==> config.mk <==
export PLATFORM = sky130hd
export DESIGN_NAME = load_store_unit
export DESIGN_NICKNAME = d
export VERILOG_FILES = /design/src/rtl/lsu_pkg.sv /design/src/rtl/lsu_lane_unit.sv /design/src/rtl/load_store_unit.sv
export SDC_FILE = /design/constraint.sdc
export NUM_CORES = 1
export LEC_CHECK = 0
export CELL_PAD_IN_SITES_DETAIL_PLACEMENT = 1
export CELL_PAD_IN_SITES_GLOBAL_PLACEMENT = 1
export CORE_MARGIN = 2
export CORE_UTILIZATION = 25
export CTS_CLUSTER_DIAMETER = 80
export DETAILED_ROUTE_END_ITERATION = 12
export GPL_ROUTABILITY_DRIVEN = 0
export PLACE_DENSITY = 0.64
export RECOVER_POWER = 100
export SYNTH_ARGS = -nofsm -noshare
export SYNTH_HDL_FRONTEND = slang
export SYNTH_SLANG_ARGS = --single-unit
==> constraint.sdc <==
create_clock -name CLK -period 1.97 [get_ports CLK]
set_clock_uncertainty 0.15 [all_clocks]
set_input_delay 0.394 -clock CLK [delete_from_list [all_inputs] [get_ports CLK]]
set_output_delay 0.394 -clock CLK [all_outputs]
set_load 0.005 [all_outputs]
==> src/rtl/lsu_pkg.sv <==
// Shared encodings, state type and alignment helper for the load/store unit.
package lsu_pkg;

  localparam int unsigned LANES = 4;

  localparam logic [1:0] SIZE_BYTE = 2'b00;
  localparam logic [1:0] SIZE_HALF = 2'b01;
  localparam logic [1:0] SIZE_WORD = 2'b10;

  typedef enum logic [1:0] {
    ST_IDLE  = 2'd0,
    ST_READ  = 2'd1,
    ST_WRITE = 2'd2,
    ST_RESP  = 2'd3
  } lsu_state_e;

  // Size 2'b11 is treated as a word access.
  function automatic logic is_misaligned(input logic [1:0] size, input logic [1:0] offset);
    case (size)
      SIZE_BYTE: is_misaligned = 1'b0;
      SIZE_HALF: is_misaligned = offset[0];
      default:   is_misaligned = |offset;
    endcase
  endfunction

endpackage

==> src/rtl/lsu_lane_unit.sv <==
// Byte/half lane extraction with sign/zero extension for loads, and lane
// merge into a previously read word for read-modify-write stores.
module lsu_lane_unit
  import lsu_pkg::*;
(
  input  logic [31:0] word,
  input  logic [1:0]  offset,
  input  logic [1:0]  size,
  input  logic        sign_ext,
  input  logic [31:0] store_data,
  output logic [31:0] load_data,
  output logic [31:0] merged
);

  localparam int unsigned BYTE_W = 32 / LANES;
  localparam int unsigned HALF_W = 2 * BYTE_W;

  logic [4:0]        byte_pos;
  logic [4:0]        half_pos;
  logic [BYTE_W-1:0] byte_sel;
  logic [HALF_W-1:0] half_sel;

  // Little-endian: lane 0 occupies bits [7:0].
  assign byte_pos = {offset, 3'b000};
  assign half_pos = {offset[1], 4'b0000};
  assign byte_sel = word[byte_pos +: BYTE_W];
  assign half_sel = word[half_pos +: HALF_W];

  always_comb begin
    load_data = word;
    merged    = store_data;
    case (size)
      SIZE_BYTE: begin
        load_data = {{(32-BYTE_W){sign_ext & byte_sel[BYTE_W-1]}}, byte_sel};
        merged    = word;
        merged[byte_pos +: BYTE_W] = store_data[BYTE_W-1:0];
      end
      SIZE_HALF: begin
        load_data = {{(32-HALF_W){sign_ext & half_sel[HALF_W-1]}}, half_sel};
        merged    = word;
        merged[half_pos +: HALF_W] = store_data[HALF_W-1:0];
      end
      default: ;
    endcase
  end

endmodule

==> src/rtl/load_store_unit.sv <==
// CPU-side load/store unit driving a word-wide dataMemory port.
// Define LSU_SUBWORD_EN to build byte/half accesses and read-modify-write stores.
module load_store_unit
  import lsu_pkg::*;
#(
  parameter int unsigned ADDR_W = 32,
  parameter int unsigned DATA_W = 32
) (
  input  logic              CLK,
  input  logic              reset,
  input  logic              req_valid,
  output logic              req_ready,
  input  logic              req_write,
  input  logic [1:0]        req_size,
  input  logic              req_signed,
  input  logic [ADDR_W-1:0] req_addr,
  input  logic [DATA_W-1:0] req_wdata,
  output logic              resp_valid,
  input  logic              resp_ready,
  output logic [DATA_W-1:0] resp_rdata,
  output logic              resp_err,
  output logic [ADDR_W-1:0] address,
  output logic [DATA_W-1:0] writeData,
  output logic              memWrite,
  output logic              memRead,
  input  logic [DATA_W-1:0] readData
);

  lsu_state_e        state, state_d;
  logic              ready_d, resp_valid_d, resp_err_d, mem_read_d, mem_write_d;
  logic [DATA_W-1:0] resp_rdata_d, write_data_d;
  logic [ADDR_W-1:0] address_d;
  logic              accept_c, misalign_c, word_store_c, rmw_c;
  logic [DATA_W-1:0] load_c, merge_c;

  assign accept_c = req_valid & req_ready;

`ifdef LSU_SUBWORD_EN
  logic              write_q, sign_q;
  logic [1:0]        size_q, off_q;
  logic [DATA_W-1:0] wdata_q;

  // Request fields needed after the accept edge by the lane logic.
  always_ff @(posedge CLK or negedge reset) begin
    if (!reset) begin
      write_q <= 1'b0;
      sign_q  <= 1'b0;
      size_q  <= 2'b00;
      off_q   <= 2'b00;
      wdata_q <= '0;
    end else if (accept_c) begin
      write_q <= req_write;
      sign_q  <= req_signed;
      size_q  <= req_size;
      off_q   <= req_addr[1:0];
      wdata_q <= req_wdata;
    end
  end

  lsu_lane_unit u_lane (
    .word       (readData),
    .offset     (off_q),
    .size       (size_q),
    .sign_ext   (sign_q),
    .store_data (wdata_q),
    .load_data  (load_c),
    .merged     (merge_c)
  );

  assign misalign_c   = is_misaligned(req_size, req_addr[1:0]);
  assign word_store_c = req_write & req_size[1];
  assign rmw_c        = write_q;
`else
  logic cfg_unused;

  assign cfg_unused   = ^{req_size, req_signed};
  assign misalign_c   = |req_addr[1:0];
  assign word_store_c = req_write;
  assign rmw_c        = 1'b0;
  assign load_c       = readData;
  assign merge_c      = readData;
`endif

  // Next state and next registered outputs.
  always_comb begin
    state_d      = state;
    resp_valid_d = resp_valid;
    resp_err_d   = resp_err;
    resp_rdata_d = resp_rdata;
    mem_read_d   = 1'b0;
    mem_write_d  = 1'b0;
    address_d    = address;
    write_data_d = writeData;
    case (state)
      ST_IDLE: begin
        if (accept_c) begin
          address_d = {req_addr[ADDR_W-1:2], 2'b00};
          if (misalign_c) begin
            state_d      = ST_RESP;
            resp_valid_d = 1'b1;
            resp_err_d   = 1'b1;
            resp_rdata_d = '0;
          end else if (word_store_c) begin
            state_d      = ST_WRITE;
            mem_write_d  = 1'b1;
            write_data_d = req_wdata;
          end else begin
            state_d    = ST_READ;
            mem_read_d = 1'b1;
          end
        end
      end
      ST_READ: begin
        if (rmw_c) begin
          state_d      = ST_WRITE;
          mem_write_d  = 1'b1;
          write_data_d = merge_c;
        end else begin
          state_d      = ST_RESP;
          resp_valid_d = 1'b1;
          resp_err_d   = 1'b0;
          resp_rdata_d = load_c;
        end
      end
      ST_WRITE: begin
        state_d      = ST_RESP;
        resp_valid_d = 1'b1;
        resp_err_d   = 1'b0;
        resp_rdata_d = '0;
      end
      ST_RESP: begin
        if (resp_ready) begin
          state_d      = ST_IDLE;
          resp_valid_d = 1'b0;
          resp_err_d   = 1'b0;
          resp_rdata_d = '0;
        end
      end
      default: state_d = ST_IDLE;
    endcase
    ready_d = (state_d == ST_IDLE);
  end

  // Async reset clears memRead/memWrite at once, aborting any pending write.
  always_ff @(posedge CLK or negedge reset) begin
    if (!reset) begin
      state      <= ST_IDLE;
      req_ready  <= 1'b1;
      resp_valid <= 1'b0;
      resp_err   <= 1'b0;
      resp_rdata <= '0;
      memRead    <= 1'b0;
      memWrite   <= 1'b0;
      address    <= '0;
      writeData  <= '0;
    end else begin
      state      <= state_d;
      req_ready  <= ready_d;
      resp_valid <= resp_valid_d;
      resp_err   <= resp_err_d;
      resp_rdata <= resp_rdata_d;
      memRead    <= mem_read_d;
      memWrite   <= mem_write_d;
      address    <= address_d;
      writeData  <= write_data_d;
    end
  end

endmodule

==> run metrics, run 1 <==
Reg2Reg Capture Point address[20]$_DFFE_PN0P_; Crit Path Max Fanout 2; Synth Area in XOR/XNOR 0%; simple-gate area share of the yosys netlist 4.49%; FP Rows 47; cell taking the most area after synthesis dfrtp_1; worst-path cell chain dlygate4sd3_1; fin nets 627; Die Height 135 µm; CTS H-tree depth 3; prevailing post-synth register cell dfrtp_1; R2R cell count 5; clock-pin slew on the worst setup and hold paths 0.07 ns; Max Cap Viol 0; syn_area_per_cell 14.0 µm²; achievable frequency 531 MHz; grt ovf 0; post-DP HPWL 8740 µm; post-synthesis compound-gate area fraction 2.49%; full die area 0.0181 mm²; CTS tree yes; fin crit period 1.88 ns; synthesized instance count 305; first-pass GRT wire length 18500 µm; worst-case clock buffer depth 2; Slew @ Worst Pin 0.565 ns; Crit. End Element output port; adder-cell share of the synthesized area 1.17%; Relative slew margins 62.3%; leading post-synthesis cells by cell area dfrtp_1 (59%), mux2_4 (10%), mux2_2 (9.0%); asr flop ratio synth 100%; minimum hold slack 0.338 ns; Lkg Pwr 3.41 nW; final hold vios 0; Die Span X 135 µm; sequential element share of the synthesized area 59.3%; Buffers & Inverters on Critical Path 1; DRC viols 0; vias per inst 4.15; per-cell routed wire length 15.4 µm; I/O pin count 205; critical path arrival 1.34 ns; # diodes 0; post-layout util 41.1%; worst-skew pair later-pin latency 0.34 ns; top-area cell type share of the netlist area 58.7%; status finished, final reports clean; Worst Setup Path Type flip-flop to output port; startpoint types flip-flop; clock sink count 101; HP Class flip-flop to flip-flop; final WL 11500 µm; end of the worst hold path writeData[20]$_DFFE_PN0P_; antenna viol nets, final 0; total core area 0.0166 mm²; R2R Setup Slk 0.14 ns; R2R Path Start state[1]$_DFF_PN0_; Setup-failing EPs final 0; Slowest-stage cell, CP dlygate4sd3_1; most common cell in the netlist dfrtp_1; DR vias 3084; VDD IR max 0.568 mV; port bufs 199; largest family of logic cells by synthesized area multiplexers; mux share of post-synthesis cell area 26.7%; RSZ-0062 raised after global routing no; largest net degree at the start of global routing 40; Crit path required time 1.43 ns; antenna violations before repair 0; library cells used by synthesis 31; final non-filler cell total 744; area growth from synthesis to layout 60.4%; Largest delay share family, worst path buffers and inverters; Power Total 9.07 mW; drt pass-1 iters 4; Clk Tree Root Cell clkbuf_16; Total GRT Usage 13.1%; 1st-iter DRT viols 34; #FFs+latches synth 101; YS warnings 0; Num CTS Buffers 9; Worst Hold Depth 1; crit share post-route 95.6%; Post-synth EDFFs 0; initial core utilization 25.6%; Placed Cells 727; Netlist Area Pre-Place 0.00427 mm²; vias in the first global route 3532; top cells by count, synth dfrtp_1 (100), inv_1 (37), mux2_2 (34), nand2_1 (34), mux2i_1 (32); final slew viol count 0; power per cell area 1330 mW/mm²; hold path start writeData[20]$_DFFE_PN0P_; Worst path max stage delay 0.62 ns; fraction of layout cells with a size suffix above 1 13.7%
## what timing repair did
| action | in CTS | in global routing |
|---|---|---|
| endpoints found under the setup margin | 1 | 0 |
| endpoints found under the hold margin | 19 | 0 |
| setup buffers | 0 | 0 |
| resized for setup | 1 | 0 |
| hold buffers | 1 | 0 |
## per-stage QoR
step                      setup TNS [ns]  setup slack (ns)  area (µm²)
after global routing                   0           0.00879        6840
after CTS                              0             0.103        6990
after global placement            -11.14            -0.145        6620
after floorplan                        0             0.290        4270
final                                  0            0.0876        6840
after detailed placement          -14.39            -0.220        6620
## where the power goes
group	internal (mW)	switching, mW
clock	1.31	0.788
sequential	2.93	0.420
combinational	2.19	1.43
total	6.43	2.64
## metal layers
metal	part of all wire, %	global-route usage, %	vias to the layer above
li1	-	-	1429
met1	40	15.1	1536
met5	0	0	-
met3	8.6	6.27	2
met4	0.15	2.46	0
met2	51	22.3	117
## registers in the layout, summed over array words and instances, names as in the netlist
| name | flops |
|---|---|
| state | 2 |
| address | 30 |
| resp_err | 1 |
| memWrite | 1 |
| memRead | 1 |
| resp_valid | 1 |
| req_ready | 1 |
| resp_rdata | 32 |
| writeData | 32 |
## cell usage in the layout, fill, tap and decap left out, drive strengths merged, types with 2 or more instances in the layout
master / n
a21oi: 2
dfrtp: 100
mux2: 63
conb: 2
clkdlybuf4s50: 99
buf: 13
and2: 2
o211ai: 2
clkbuf: 15
dlygate4sd3: 99
bufinv: 3
mux2i: 32
inv: 38
nand2: 34
a21o: 2
ha: 4
## final cells by class
cell class / instances / area, µm²
inverters: 37 / 139
well taps: 220 / 275
fillers: 1755 / 9800
clock buffers: 11 / 253
multi-input cells: 154 / 1380
repair buffers: 216 / 2160
flip-flops and latches: 101 / 2530
clock inverters: 5 / 104
## kinds of logic after synthesis
logic type,Yosys count
AO/OA/AOI/OAI,12
adder cells (fa/ha/maj),4
AND/OR/NAND/NOR,41
buffers and inverters,51
flip-flops,101
multiplexers,95
other,1
## how the worst max path moves through the flow
| stage | from | to | slack (ns) | cells after the start |
|---|---|---|---|---|
| 2_1_floorplan | state[0]$_DFF_PN0_ | address[10]$_DFFE_PN0P_ | 0.29 | 5 |
| 3_3_place_gp | req_addr[1] | resp_rdata[22]$_DFFE_PN0P_ | -0.15 | 6 |
| 3_5_place_dp | req_addr[1] | resp_rdata[23]$_DFFE_PN0P_ | -0.22 | 6 |
| 4_1_cts | state[1]$_DFF_PN0_ | address[20]$_DFFE_PN0P_ | 0.10 | 5 |
| 5_1_grt | state[0]$_DFF_PN0_ | address[17]$_DFFE_PN0P_ | 0.009 | 5 |
| 6_report | resp_valid$_DFFE_PN0P_ | resp_valid | 0.09 | 1 |
(Power assumes the default switching activity.)
==> inputs of run 2 (changes only) <==
--- a/config.mk
+++ b/config.mk
@@ -16,4 +16,5 @@
 export RECOVER_POWER = 100
 export SYNTH_ARGS = -nofsm -noshare
 export SYNTH_HDL_FRONTEND = slang
+export SYNTH_HIERARCHICAL = 1
 export SYNTH_SLANG_ARGS = --single-unit
==> results of run 2 <==
The final DEF is identical to that of run 1; final timing and power are the same.
Main changes from that run: Yosys warning count 0 -> 6
